### src/rtl/round_scheduler.sv
// round_scheduler: multi-round sequencer for the memory game.
// Each round appends one LFSR-chosen note to the sequence. It then hands the
// sequence to the playback and response datapaths using a
// load -> playback -> response handshake. It keeps the score and ends the game
// as won after MAX_NOTES rounds, or as lost on a mistake.
// Optional build macro SCHED_TIMEOUT_EN: the response phase is limited to
// RESP_TIMEOUT cycles, and expiry counts as a loss.
module round_scheduler #(
    parameter int unsigned MAX_NOTES    = 4,
    parameter logic [15:0] LFSR_SEED    = 16'hACE1,
    parameter logic [31:0] RESP_TIMEOUT = 32'd250000000
) (
    input  logic                   clk,
    input  logic                   resetn,
    input  logic                   start,
    input  logic                   done_playback,
    input  logic                   done_response,
    input  logic                   made_mistake,
    output logic                   load_level,
    output logic                   start_playback,
    output logic                   start_response,
    output logic [4*MAX_NOTES-1:0] level_data,
    output logic [3:0]             level_length,
    output logic [7:0]             score,
    output logic                   game_won,
    output logic                   game_lost,
    output logic [3:0]             current_state
);

    typedef enum logic [3:0] {
        S_IDLE = 4'd0,
        S_GEN  = 4'd1,
        S_LOAD = 4'd2,
        S_PLAY = 4'd3,
        S_RESP = 4'd4,
        S_NEXT = 4'd5,
        S_WON  = 4'd6,
        S_LOST = 4'd7
    } state_e;

    state_e                 state_q, state_d;
    logic [15:0]            lfsr_q, lfsr_d;
    logic [4*MAX_NOTES-1:0] data_q, data_d;
    logic [3:0]             len_q, len_d;
    logic [7:0]             score_q, score_d;
    logic                   splay_q;
    logic [3:0]             note;
    logic [8:0]             score_sum;
    logic                   timeout;

    // Galois LFSR, x^16+x^14+x^13+x^11+1, free-running so start timing picks the notes
    always_comb begin
        lfsr_d = {1'b0, lfsr_q[15:1]} ^ (lfsr_q[0] ? 16'hB400 : 16'h0000);
    end

    assign note      = 4'b0001 << lfsr_q[1:0];
    assign score_sum = {1'b0, score_q} + {5'd0, len_q};

`ifdef SCHED_TIMEOUT_EN
    logic [31:0] timer_q, timer_d;

    assign timeout = (timer_q == RESP_TIMEOUT - 32'd1);

    // Timer restarts at 0 on every RESP entry and counts only while staying in RESP
    always_comb begin
        timer_d = '0;
        if (state_q == S_RESP && state_d == S_RESP) timer_d = timer_q + 32'd1;
    end

    // Response timer register
    always_ff @(posedge clk or negedge resetn) begin
        if (!resetn) timer_q <= '0;
        else         timer_q <= timer_d;
    end
`else
    // RESP never times out. The parameter is still referenced so that both builds share one interface.
    assign timeout = (RESP_TIMEOUT == 32'd0) && 1'b0;
`endif

    // Next-state and datapath updates; unreachable codes fall back to IDLE
    always_comb begin
        state_d = state_q;
        data_d  = data_q;
        len_d   = len_q;
        score_d = score_q;
        case (state_q)
            S_IDLE, S_WON, S_LOST: begin
                if (start) begin
                    data_d  = '0;
                    len_d   = '0;
                    score_d = '0;
                    state_d = S_GEN;
                end
            end
            S_GEN: begin
                // Append at nibble index len_q, counted from the MSB; earlier nibbles stay untouched
                for (int i = 0; i < int'(MAX_NOTES); i++) begin
                    if (len_q == 4'(i)) data_d[4*(int'(MAX_NOTES)-1-i) +: 4] = note;
                end
                len_d   = len_q + 4'd1;
                state_d = S_LOAD;
            end
            S_LOAD: state_d = S_PLAY;
            S_PLAY: begin
                // First PLAY cycle is skipped while the playback counter settles
                if (done_playback && !splay_q) state_d = S_RESP;
            end
            S_RESP: begin
                if (made_mistake)       state_d = S_LOST;
                else if (done_response) state_d = S_NEXT;
                else if (timeout)       state_d = S_LOST;
            end
            S_NEXT: begin
                score_d = score_sum[8] ? 8'hFF : score_sum[7:0];
                state_d = (len_q == 4'(MAX_NOTES)) ? S_WON : S_GEN;
            end
            default: state_d = S_IDLE;
        endcase
    end

    // State, sequence, score and LFSR registers
    always_ff @(posedge clk or negedge resetn) begin
        if (!resetn) begin
            state_q <= S_IDLE;
            lfsr_q  <= LFSR_SEED;
            data_q  <= '0;
            len_q   <= '0;
            score_q <= '0;
        end else begin
            state_q <= state_d;
            lfsr_q  <= lfsr_d;
            data_q  <= data_d;
            len_q   <= len_d;
            score_q <= score_d;
        end
    end

    // start_playback pulse: high for the single cycle after LOAD, which is the first PLAY cycle
    always_ff @(posedge clk or negedge resetn) begin
        if (!resetn) splay_q <= 1'b0;
        else         splay_q <= (state_q == S_LOAD);
    end

    assign load_level     = (state_q == S_LOAD);
    assign start_playback = splay_q;
    assign start_response = (state_q == S_RESP);
    assign game_won       = (state_q == S_WON);
    assign game_lost      = (state_q == S_LOST);
    assign level_data     = data_q;
    assign level_length   = len_q;
    assign score          = score_q;
    assign current_state  = state_q;

endmodule
### config.mk
export PLATFORM = sky130hd
export DESIGN_NAME = round_scheduler
export DESIGN_NICKNAME = d
export VERILOG_FILES = /design/src/rtl/round_scheduler.sv
export SDC_FILE = /design/constraint.sdc
export NUM_CORES = 1
export LEC_CHECK = 0
export CAP_MARGIN = 20
export CORE_MARGIN = 2
export CORE_UTILIZATION = 55
export CTS_BUF_LIST = sky130_fd_sc_hd__clkbuf_4 sky130_fd_sc_hd__clkbuf_8 sky130_fd_sc_hd__clkbuf_16
export DETAILED_ROUTE_END_ITERATION = 12
export GPL_TIMING_DRIVEN = 1
export PLACE_DENSITY = 0.9
export SKIP_CTS_REPAIR_TIMING = 1
export SLEW_MARGIN = 20
export SYNTH_ARGS = -nofsm -noshare
export SYNTH_HDL_FRONTEND = slang
export SYNTH_SLANG_ARGS = --single-unit
### constraint.sdc
create_clock -name clk -period 4.4 [get_ports clk]
set_clock_uncertainty 0.05 [all_clocks]
set_input_delay 0.66 -clock clk [delete_from_list [all_inputs] [get_ports clk]]
set_output_delay 0.66 -clock clk [all_outputs]
set_load 0.005 [all_outputs]
; Word-level counts from Yosys, hierarchy flattened
; Cells that the tools add are included.
[word_totals]
reg_bits = 49
input_bits = 6
out_inout_bits = 37
word_cells = 63
[op_classes]
add_sub_neg = 2
eq_ne = 18
shift = 1
muxes = 18
n_bitwise = 1
n_reduce_logical = 14
[op_table]
columns = op, count
row1 = $mux 4, 9
row2 = $mux 16, 2
row3 = $pmux 16 s2, 1
row4 = $pmux 4 s6, 1
row5 = $eq 4x3->1 const B, 5
row6 = $eq 4x2->1 const B, 4
row7 = $mux 8, 2
row8 = $pmux 8 s2, 1
row9 = $xor 15x16->16, 1
row10 = $reduce_and 3->1, 5
row11 = $ne 2x2->1 const B, 6
row12 = $add 8x4->9, 1
row13 = $eq 4x1->1 const B, 2
row14 = $logic_not 4->1, 2
row15 = $pmux 4 s2, 1
row16 = $add 4x1->4 const B, 1
row17 = $reduce_and 2->1, 2
row18 = $reduce_bool 2->1, 2
row19 = $shl 1x2->4 const A, 1
row20 = $mux 3, 1
row21 = $ne 3x3->1 const B, 1
row22 = $reduce_or 3->1, 1
row23 = $logic_and 1x1->1, 1
row24 = $logic_not 1->1, 1

; Logic depth before layout (Yosys ltp)
; Gate-level depths: netlist of the first run.
[logic_depth]
word_depth = 4
mapped_depth = 6
mapped_depth_nobuf = 6

; Worst setup path before layout of the first run
; No wires, ideal clock.
[synth_timing]
kind = register to register
from = reg state_q[1] (netlist: current_state[1])
to = reg data_q[0] (netlist: level_data[0])
setup_time_ns = 0.125
t_arrival_ns = 1.658
t_required_ns = 4.225
path_slack_ns = 2.567
path_stages_with_launch = 7
path_buffers = 2
period_less_slack_ns = 1.833
cell_sequence = dfrtp_1 > buf_6 > or3b_1 > buf_2 > nor3_2 > a21o_2 > mux2_2
[synth_via]
elab_chain_cells = 4
elab_cells_between_ends = 10
cone_classes = 5 x eq/ne / 1 x mux / 4 x reduce/logical
[synth_lines]
columns = item, line
row1 = "start, declared", 41  ; state_e state_q, state_d;
row2 = "start signal, assigned", 130  ; state_q <= state_d;
row3 = $eq 4x3->1 or $logic_not 4->1 (tied branches), 86  ; case (state_q)
row4 = $reduce_or 3->1, 86
row5 = $ne 2x2->1 (no line) or $reduce_bool 2->1 (tied branches), --
row6 = $reduce_and 3->1 (no line), --
row7 = "end signal, assigned", 132  ; data_q <= data_d;
row8 = "end, declared", 43  ; logic [4*MAX_NOTES-1:0] data_q, data_d;
; Several ways; a longest one is shown, not always the timed one.
; A chain may end at the register's enable or synchronous reset.

; Worst setup path after layout of the first run
[layout_timing]
from = reg state_q[1] (netlist: current_state[1])
to = out load_level
[layout_via]
elab_chain_cells = 1
[layout_lines]
columns = item, line
row1 = $eq 4x2->1, 144  ; assign load_level = (state_q == S_LOAD);
row2 = "end, declared", 19  ; output logic load_level,
; No other way between the ends.

==> summary.txt, run 1 <==
status: finished, final reports clean
global-route wire length before repair: 7.22 mm
Antenna Nets Post-Route: 0
period utilization: 57.5%
syn_area_per_cell: 12.1 sq um
fillers: 279
Crit path required time: 3690 ps
area taken by multi-input logic gates: 927 sq um
max-slew violations: 0
Die ar.: 4510 sq um
Die Ht: 67.2 um
CP startpoint: current_state[1]
Antenna diodes: 0
# rows: 22
worst r2r dst: level_data[0]
FMAX: 0.395 GHz
Tot GR Track Use: 21.9%
Worst Path Max Fanout: 19
die boundary width: 67.2 um
largest net degree at the start of global routing: 49
Max VDD drop: 0.376 mV
clock latency on the worst-skew pair: 300 ps
Clock Path Buffers: 2
#FFs+latches synth: 48
Area Overhead vs Synth: 23.9%
synth unique cells: 45
Cell Pwr Density: 555 nW/um^2
Syn Nets: 196
met3 wire length: 186 um
clock sink count: 48
worst setup path endpoint: load_level
max cap viols: 0
yosys warns: 0
Reg area: 1210 sq um
Reg2Reg Setup Slack: 2290 ps
Tightest Hold Check Type: input port to asynchronous set/reset pin
drt total wl: 4.24 mm
unrepaired setup endpoints after global routing: no
wire per inst: 15.6 um
htree depth: 2
Num CTS Buffers: 5
CP Launch Type: register
total gr overflow: 0
Top Layer Used: met4
PortBufs: 41
Initial DRC Count: 108
clock slew seen by the registers of the worst setup and hold paths: 80 ps
CTS Root Cell: clkbuf_8
Seq/Total Area, Yosys: 55.2%
drt via density: 5.70
Synth Flop Type: dfrtp_1
Setup TNS: 0 ps
drt pass-1 iters: 4
share of Yosys cell area claimed by the top area cell type: 45.6%
post-layout util: 72.6%
DRC: 0
Final setup viols: 0
Layout Nets: 237
layout cells sized above 1: 15.7%
met1 wire length: 2.05 mm
Async S/R FF share, synth: 100%
initial core utilization: 58.6%
minimum clock period: 2530 ps
Worst Path Arrival: 1820 ps
crit end category: primary output
routability cong.: 0.799
worst reg2reg path depth: 4
EDFF count, synth: 0
Final Hold Fails: 0
Pleak: 1.29 nW
largest cells by area after synthesis: dfrtp_1 46%, dfstp_2 9.6%, mux2_2 6.2%
initial antenna violation count: 0
synthesized area: 2190 sq um
Ports: 43
Std-Cell Core Area: 3740 sq um
vias in the first global route: 1501
Mapped Cells: 181
TritonCTS clock tree: built
Max transition margin: 57.5%
via count: 1545
WL met2: 1.95 mm
Synth area leader: dfrtp_1
HPWL Detailed: 2.96 mm
Crit Path Category: register to primary output
R2R Path Start: current_state[0]
Worst-Margin Slew: 637 ps
[metrics by stage]
step	std cells	setup WS [ps]	area (sq um)	hold WS, ps	total power [mW]
floorplan	181	2570	2190	281	1.02
global placement	263	2180	2620	285	1.22
detailed placement	263	2130	2620	289	1.24
CTS	271	1870	2720	309	1.52
global route	271	1770	2720	318	1.62
finish	271	1870	2720	298	1.51
[registers in the layout, summed over array words and instances (netlist names)]
signal and count:
score 8, level_length 4, current_state 3, lfsr_q 16, start_playback 1, level_data 16
[power breakdown]
group	internal, mW	total (mW)	leakage (nW)	switching [mW]
clock	0.128	0.273	0.0516	0.145
sequential	0.506	0.626	0.625	0.120
combinational	0.342	0.610	0.613	0.269
[layout make-up]
class | instances | area share [%]
inverter | 4 | 0.552
clock buffer | 6 | 3.04
clock inverter | 2 | 0.506
multi-input combinational | 122 | 34.1
timing repair buffer | 41 | 15.0
sequential | 48 | 44.6
tap | 48 | 2.21
[placed cells by master (no fill, tap or decap), types with 2 or more instances in the layout]
master           count
o21ai_0              5
inv_1                4
o21a_1               3
nand2b_1             4
mux2_2              12
dfrtp_1             40
dfstp_2              8
nand2_1             15
mux2i_1              2
a211oi_1             2
nor2_1               7
nand4_1              2
clkdlybuf4s50_1     40
mux2_1               4
nor3b_1              4
xor2_1               5
a21o_2               3
and2_1               2
a2bb2oi_1            3
a211o_1              2
clkbuf_8             6
nand3_1              6
ha_1                 8
a21o_1               2
nor3_1               5
a31oi_1              3
o31ai_1              2
a21oi_1              6
[worst max-delay path, cell delays in order (launching register included)]
cell and delay [ps]:
dfrtp_1 690, nor3b_1 290, clkdlybuf4s50_1 540
[per-layer routing]
layer	vias up	track usage (%)
li1	730	-
met1	770	30.2
met2	38	34.4
met3	7	5.50
met4	0	6.89
met5	-	0
[cells in the mapped netlist (2+ instances only)]
cell type,instances
a211o_1,2
a211oi_1,2
a21o_1,2
a21o_2,3
a21oi_1,6
a2bb2oi_1,3
a31oi_1,3
and2_1,2
buf_2,2
clkbuf_1,3
dfrtp_1,40
dfstp_2,8
ha_1,8
inv_1,4
mux2_1,4
mux2_2,12
mux2i_1,2
nand2_1,15
nand2b_1,4
nand3_1,6
nand4_1,2
nor2_1,7
nor3_1,5
nor3b_1,4
o21a_1,3
o21ai_0,5
o31ai_1,2
xor2_1,5
[worst min-delay path by stage]
stage | end | slack (ps) | depth (start not counted) | from
3_5_place_dp | lfsr_q[1] | 290 | 0 | lfsr_q[2]
3_3_place_gp | lfsr_q[11] | 290 | 0 | lfsr_q[12]
6_report | start_playback | 300 | 1 | resetn
5_1_grt | lfsr_q[11] | 320 | 0 | lfsr_q[12]
4_1_cts | lfsr_q[8] | 310 | 0 | lfsr_q[9]
2_1_floorplan | lfsr_q[1] | 280 | 0 | lfsr_q[2]
[logic make-up (layout without fill, tap and decap cells)]
family	after synthesis	count (layout)	share of synthesized area, %
AOI/OAI and AO/OA	36	36	12.6
adders and majority gates	9	9	5.48
buffers and inverters	11	53	2.51
muxes	18	18	9.13
xor gates and xnor gates	6	6	2.40
DFF	48	48	55.2
other	1	1	0.171
and+or+nand+nor	52	52	12.6
No activity file was read; power rests on OpenSTA's default activity.
==> run 2, diff against run 1 <==
Settings changed: CORE_UTILIZATION 55 to 46, PLACE_DENSITY 0.9 to 0.81.
Clock period 4.4 ns to 2.1 ns, I/O delays scaled along.
==> run 2 against run 1 <==
Clock-buffer cell count is the same. First-iteration DRC count shrank 21%. Clock power rose by 150%. Via count is 1.5% higher. Power up 120%. Utilization is 12 points lower. Sequential share of layout area down 1.4 points. Largest cell class unchanged. Largest power group is now combinational cells.
==> summary.txt, run 2 (synthesis gave the netlist of run 1 again) <==
minimum clock period: 2030 ps
Tightest Hold Check Type: input port to asynchronous set/reset pin
status: finished, final reports clean
area taken by multi-input logic gates: 932 sq um (+0.54%)
Antenna Nets Post-Route: 0 (unchanged)
drt via density: 5.48 (-3.8%)
Area Overhead vs Synth: 28.2%
unrepaired setup endpoints after global routing: no
total gr overflow: 0 (unchanged)
clock slew seen by the registers of the worst setup and hold paths: 90 ps (about the same)
FMAX: 0.492 GHz
Placed Area: 2690 sq um (+2.9%)
Tot GR Track Use: 17.6% (-4.4 points)
Initial DRC Count: 85 (-21%)
PortBufs: 41 (unchanged)
period utilization: 96.7%
post-layout util: 60.3% (-12 points)
Die Ht: 73.1 um (+8.8%)
Crit Path Category: register to primary output
# rows: 25 (+14%)
DRC: 0 (unchanged)
Setup TNS: 0 ps (unchanged)
max-slew violations: 0 (unchanged)
Final Hold Fails: 0 (unchanged)
Clock Path Buffers: 2 (unchanged)
HPWL Detailed: 3.03 mm (+2.3%)
Worst Path Arrival: 1670 ps (-150 ps)
initial core utilization: 47.1% (-12 points)
Pleak: 1.34 nW (+4.0%)
wire per inst: 15.2 um (-2.5%)
vias in the first global route: 1505 (+0.27%)
CP Launch Type: register
TritonCTS clock tree: built
htree depth: 2 (unchanged)
Std-Cell Core Area: 4660 sq um (+24%)
Worst Path Max Fanout: 9 (-10)
layout cells sized above 1: 19.8% (+4.1 points)
Layout Nets: 246 (+3.8%)
die boundary width: 73.1 um (+8.8%)
clock sink count: 48 (unchanged)
Fin Hold WS: 42.3 ps (-255 ps)
Worst-Margin Slew: 588 ps (-48.9 ps)
drt total wl: 4.36 mm (+2.9%)
Ports: 43 (unchanged)
Reg area: 1210 sq um (+0.10%)
largest net degree at the start of global routing: 49 (unchanged)
via count: 1568 (+1.5%)
crit end category: primary output
CTS Root Cell: clkbuf_8
Cell Pwr Density: 1210 nW/um^2 (+120%)
Max VDD drop: 0.515 mV (+37%)
Die ar.: 5340 sq um (+18%)
Antenna diodes: 0 (unchanged)
Crit path required time: 1740 ps (-1950 ps)
routability cong.: 0.824 (+3.2%)
max cap viols: 0 (unchanged)
initial antenna violation count: 0 (unchanged)
Num CTS Buffers: 5 (unchanged)
commonest non-fill, non-tap cells in the layout: 40 x clkdlybuf4s50_1, 39 x dfrtp_1, 15 x nand2_1
clock latency on the worst-skew pair: 300 ps (about the same)
post-route cell area: 2810 sq um (+3.5%)
Max transition margin: 60.8% (+3.4 points)
global-route wire length before repair: 7.18 mm (-0.48%)
fillers: 401 (+44%)
commonest non-fill, non-tap cell in the layout: clkdlybuf4s50_1
Final setup viols: 0 (unchanged)
drt pass-1 iters: 4 (unchanged)
-- run 2: cell count changes in the layout (fill, tap and decap cells not counted), sizes merged --
cell,change
inv,-1
buf,+9
bufinv,+1
-- run 2: worst paths after layout --
check,cells after the start,to,slack (ps),startpoint
max in group asynchronous,2,current_state[0],1530,resetn
setup / recovery,4,start_response,70,current_state[0]
hold reg to reg,0,lfsr_q[8],310,lfsr_q[9]
setup reg to reg,6,score[2],160,level_length[0]
min in group clk,0,lfsr_q[8],310,lfsr_q[9]
hold / removal,2,lfsr_q[14],40,resetn
-- run 2: where the power goes --
group          total, mW  leakage [nW]  internal (mW)  switching, mW
Clock              0.672        0.0586          0.366          0.306
Combinational       1.51         0.659          0.801          0.713
Sequential          1.20         0.624           1.06          0.139
-- run 2: layer usage --
layer	track usage [%]	vias up	routed length, um
li1	-	746	-
met1	24.5	776	2110
met2	26.6	39	1940
met3	4.28	7	235
met4	6.58	0	71
met5	0	-	0
-- run 2: area by class of cell --
type	count	share of cell area [%]
Sequential cell	48	43.1
Multi-Input combinational cell	122	33.2
Timing Repair Buffer	50	16.8
Clock buffer	6	2.71
Tap cell	54	2.40
Clock inverter	2	1.25
Inverter	4	0.534
-- run 2: critical path, stage by stage, from the launching register on --
cell             delay [ps]
dfrtp_2                 450
buf_4                   180
nor2_1                  110
and2_1                  130
clkdlybuf4s50_1         490
-- run 2: per-stage QoR --
stage	power, mW	std cells	worst slack [ps]
global placement	2.67	278	187
floorplan	2.13	181	267
global route	3.60	286	5.78
detailed placement	2.72	278	191
finish	3.39	286	68.8
CTS	3.40	286	-10.1
